`config.mk`:
```
export PLATFORM = sky130hd
export DESIGN_NAME = system_0_sysid_ext
export DESIGN_NICKNAME = d
export VERILOG_FILES = /design/src/rtl/system_0_sysid_ext.sv
export SDC_FILE = /design/constraint.sdc
export NUM_CORES = 1
export LEC_CHECK = 0
export CORE_ASPECT_RATIO = 0.75
export CORE_MARGIN = 2
export CORE_UTILIZATION = 35
export CTS_BUF_LIST = sky130_fd_sc_hd__clkbuf_8
export DETAILED_ROUTE_END_ITERATION = 6
export PLACE_DENSITY = 0.63
export SYNTH_ARGS = -nofsm -noshare
export SYNTH_HDL_FRONTEND = slang
export SYNTH_SLANG_ARGS = --single-unit
```
`constraint.sdc`:
```
create_clock -name clock -period 2.6 [get_ports clock]
set_input_delay 0.52 -clock clock [delete_from_list [all_inputs] [get_ports clock]]
set_output_delay 0.52 -clock clock [all_outputs]
set_load 0.02 [all_outputs]
```
`src/rtl/system_0_sysid_ext.sv`:
```
// System ID, build timestamp, 64-bit prescaled uptime with coherent HI snapshot, scratch and run/clear control.
// Read latency 1 via readdatavalid, no waitrequest: one transaction is accepted every cycle.
module system_0_sysid_ext #(
    parameter logic [31:0] ID_VALUE      = 32'h0000_0000,
    parameter logic [31:0] TIMESTAMP     = 32'h5D2F_8C3C,
    parameter int          ADDR_W        = 3,
    parameter int          TICK_DIV      = 50,
    parameter logic [31:0] SCRATCH_RESET = 32'h0000_0000
) (
    input  logic              clock,
    input  logic              reset,
    input  logic [ADDR_W-1:0] address,
    input  logic              chipselect,
    input  logic              read,
    input  logic              write,
    input  logic [31:0]       writedata,
    input  logic [3:0]        byteenable,
    output logic [31:0]       readdata,
    output logic              readdatavalid
);

    localparam int            PW    = (TICK_DIV > 1) ? $clog2(TICK_DIV) : 1;
    localparam logic [PW-1:0] PTERM = PW'(TICK_DIV - 1);

    localparam logic [2:0] W_ID      = 3'd0;
    localparam logic [2:0] W_TS      = 3'd1;
    localparam logic [2:0] W_UP_LO   = 3'd2;
    localparam logic [2:0] W_UP_HI   = 3'd3;
    localparam logic [2:0] W_SCRATCH = 3'd4;
    localparam logic [2:0] W_CTRL    = 3'd5;
    localparam logic [2:0] W_DIV     = 3'd6;
    localparam logic [2:0] W_INFO    = 3'd7;

    logic [PW-1:0] pcnt;
    logic [63:0]   uptime;
    logic [31:0]   shadow;
    logic [31:0]   scratch;
    logic          run;

    logic          rd_acc;
    logic          wr_acc;
    logic          in_map;
    logic [2:0]    word;
    logic          wr_scratch;
    logic          wr_ctrl;
    logic          clr;
    logic          tick;
    logic          snap;
    logic [31:0]   rd_mux;

    assign rd_acc     = chipselect & read;
    assign wr_acc     = chipselect & write;
    // Only the low eight words are decoded; anything above reads 0 and ignores writes.
    assign in_map     = ((address >> 3) == '0);
    assign word       = address[2:0];
    assign wr_scratch = wr_acc & in_map & (word == W_SCRATCH);
    assign wr_ctrl    = wr_acc & in_map & (word == W_CTRL) & byteenable[0];
    assign clr        = wr_ctrl & writedata[1];
    assign tick       = run & (pcnt == PTERM);
    assign snap       = rd_acc & in_map & (word == W_UP_LO);

    always_comb begin
        rd_mux = '0;
        if (in_map) begin
            case (word)
                W_ID:      rd_mux = ID_VALUE;
                W_TS:      rd_mux = TIMESTAMP;
                W_UP_LO:   rd_mux = uptime[31:0];
                W_UP_HI:   rd_mux = shadow;
                W_SCRATCH: rd_mux = scratch;
                W_CTRL:    rd_mux = {31'd0, run};
                W_DIV:     rd_mux = 32'(TICK_DIV);
                W_INFO:    rd_mux = {16'd1, 8'd0, 8'(ADDR_W)};
                default:   rd_mux = '0;
            endcase
        end
    end

    always_ff @(posedge clock) begin
        if (reset) begin
            readdata      <= '0;
            readdatavalid <= 1'b0;
            pcnt          <= '0;
            uptime        <= '0;
            shadow        <= '0;
            scratch       <= SCRATCH_RESET;
            run           <= 1'b1;
        end else begin
            readdatavalid <= rd_acc;
            // rd_mux samples pre-edge state, so a coincident write or tick is not visible to this read.
            if (rd_acc) begin
                readdata <= rd_mux;
            end
            if (snap) begin
                shadow <= uptime[63:32];
            end
            if (wr_scratch) begin
                for (int i = 0; i < 4; i++) begin
                    if (byteenable[i]) begin
                        scratch[8*i +: 8] <= writedata[8*i +: 8];
                    end
                end
            end
            if (wr_ctrl) begin
                run <= writedata[0];
            end
            if (clr) begin
                pcnt   <= '0;
                uptime <= '0;
            end else if (tick) begin
                pcnt   <= '0;
                uptime <= uptime + 64'd1;
            end else if (run) begin
                pcnt <= pcnt + 1'b1;
            end
        end
    end

endmodule

```
==> flow_summary.ini, run 1 <==
[status]
outcome = completed

[setup_path]
cp_top_family = simple AND/OR/NAND/NOR gates
timing.rr.start = pcnt[4]$_SDFFE_PP0P_
worst-path-buf-inv = 1
critPathMaxFanout = 12
end_kind = flip-flop
setup.worst_path.start = pcnt[4]$_SDFFE_PP0P_
worstSetupPathType = reg2reg
required_ns = 3.00
rrSetupSlack_ns = 0.25
path_cells = nor4bb_1 > buf_4 > nand4_1 > nand4bb_4 > or4_1 > a21oi_1
slowest_delay_ns = 0.55
arrival_ns = 2.75
cp-start-kind = flip-flop
crit_slowest_cell = or4_1

[grt]
grt_overflow = 0
grt_usage_pct = 18.9
grt_pass1_vias = 6236
grt_max_degree = 82
grt_pass1_wl_um = 34200
grt_antenna_before_repair = 0

[yosys]
syn_avg_cell_area_um2 = 8.00
synthesis.nets = 989
ys_ff_latch = 168
yosysWarnings = 0
ys.flop_type = dfxtp_1
synth_edf_count = 0
syn-cell-area_um2 = 7530
yosysSeqAreaShare_pct = 44.6
synth_cell_type_count = 49
synth_async_sr_flop_share_pct = 0
syn_inst = 942

[sta]
rsz0062_at_grt = no
timing.fmax_ghz = 0.426
finalSetupTns_ns = 0
fin_skew_ns = 0.0213
relSlewSlack_pct = 63.3
finalSetupViolCount = 0
hold_slack_ns = 0.440
drv_slew = 0
fin_crit_ns = 2.35
hold_viol = 0
period_share_pct = 90.4
tightest_slew_ns = 0.549

[detailed_routing]
wl_per_cell_um = 16.4
wirelength_um = 21700
ant_nets = 0
routed_via_density = 5.37
drc = 0
via_count = 7119
drt_iter0_drc = 508
drt_pass1_iterations = 5

[clock_network]
ctsLongestPathBuffers = 2
cts-buffers-inserted = 17
insertion_delay_ns = 0.46
ctsResizeCount = 0
clk_pin_slew_ns = 0.11
post_cts_buffers = 0
cts_hold_buffers = 0
cts_root_buf = clkbuf_8
cts_sinks = 168
htree_levels = 4
cts_tree = built

[floorplan]
fp.dieW_um = 173
die_height_um = 131
pin_count = 77
rows = 46
core_um2 = 21100
die-area_um2 = 22700
start_util_pct = 35.7

[pwr]
vdd_drop_max_uv = 371
power_density_nw_per_um2 = 518
leakage_nw = 2.97
finalPower_mw = 4.80

[placed_design]
dp_hpwl_um = 15600
gp_congestion = 0.844
portBuffers = 76
placed_area_um2 = 8880
dpl.cell_count = 1293

[cells_and_area]
area_delta_synth_final_pct = 23.0
nets = 1071
layout.cells.non_filler = 1325
fillers = 2147
insertedDiodeCount = 0
stdcell_area_um2 = 9260
drive_gt1_share_pct = 9.16

[run]
drv_cap = 0

[hold_path]
hold_start = reset
hold_class = in2reg
power breakdown:
| part | internal (mW) | total, mW | switching, mW | leakage, nW |
|---|---|---|---|---|
| logic | 0.137 | 0.321 | 0.184 | 1.42 |
| clock network | 0.808 | 1.88 | 1.07 | 0.195 |
| registers | 2.59 | 2.60 | 0.0126 | 1.35 |
| total | 3.53 | 4.80 | 1.27 | 2.97 |
cell usage after synthesis (4+ instances only):
master | n | area share, %
dfxtp_1 | 168 | 45
nand2_1 | 152 | 7.6
nor2_1 | 93 | 4.6
a21oi_1 | 89 | 5.9
o21ai_0 | 56 | 3.7
clkbuf_1 | 52 | 2.6
nand3_1 | 47 | 3.1
a22oi_1 | 42 | 4.2
or3_1 | 29 | 2.4
nand4_1 | 28 | 2.3
xnor2_1 | 25 | 2.9
mux2i_1 | 24 | 3.2
nor4_1 | 20 | 1.7
nand2b_1 | 17 | 1.4
nor3_1 | 11 | 0.73
xor2_1 | 11 | 1.3
inv_1 | 10 | 0.50
buf_1 | 7 | 0.35
or4_1 | 6 | 0.60
and3_1 | 5 | 0.42
and2_1 | 4 | 0.33
and4_1 | 4 | 0.46
stage by stage:
step	setup slack, ns	utilization [%]
2_1_floorplan	0.333	-
3_3_place_gp	0.264	42.0
3_5_place_dp	0.226	42.0
4_1_cts	0.273	43.9
5_1_grt	0.0959	43.9
6_report	0.250	43.9
path summary, 6_finish.rpt:
check                       endpoint  depth (start not counted)
max          uptime[61]$_SDFFE_PP0P_                          6
min          shadow[12]$_SDFFE_PP0P_                          2
max reg2reg  uptime[61]$_SDFFE_PP0P_                          6
min reg2reg  shadow[18]$_SDFFE_PP0P_                          2
sequential cells by signal, indices dropped and copies added, names as in the netlist:
name and cells:
pcnt 6, readdatavalid 1, readdata 32, shadow 32
uptime 64, scratch 32, run 1
cells in the final DEF, fill, tap and decap left out, types with 17 or more instances in the layout:
cell / count
dfxtp_1: 168
nand2_1: 152
nor2_1: 92
a21oi_1: 89
clkdlybuf4s50_1: 74
o21ai_0: 56
nand3_1: 47
a22oi_1: 42
buf_4: 42
or3_1: 29
nand4_1: 28
xnor2_1: 25
mux2i_1: 24
nor4_1: 20
clkbuf_8: 18
nand2b_1: 17
cells by family (layout without fill, tap and decap cells):
logic type                 after synthesis  count (layout)  share of synthesized area (%)
AOI/OAI and AO/OA                      205             205                           15.7
DFF                                    168             168                           44.6
xor gates and xnor gates                36              36                           4.19
and+or+nand+nor                        434             434                           28.1
buffers and inverters                   71             166                           3.57
adders and majority gates                3               3                          0.498
muxes                                   25              25                           3.34
cell type report:
| type | instances | area (µm²) | share of cell area (%) |
|---|---|---|---|
| clock buffers | 18 | 248 | 2.67 |
| repair buffers | 124 | 1200 | 13.0 |
| multi-input cells | 703 | 3920 | 42.3 |
| well taps | 288 | 360 | 3.89 |
| flip-flops and latches | 168 | 3360 | 36.3 |
| clock inverters | 14 | 135 | 1.46 |
| inverters | 10 | 37.5 | 0.405 |
routing by layer:
layer	vias up	part of all wire (%)	GRT usage, %
met2	191	42	27.0
met1	3409	51	28.9
li1	3492	-	-
met3	27	5.1	3.11
met5	-	0	0
met4	0	1.6	5.63
Note: power is estimated with default switching activity, not from simulation.
==> run 2: changes to the inputs <==
SKIP_CTS_REPAIR_TIMING = 1   (was default)
==> results of run 2 <==
Same layout as run 1: the final DEF is identical, and so are final timing and power.
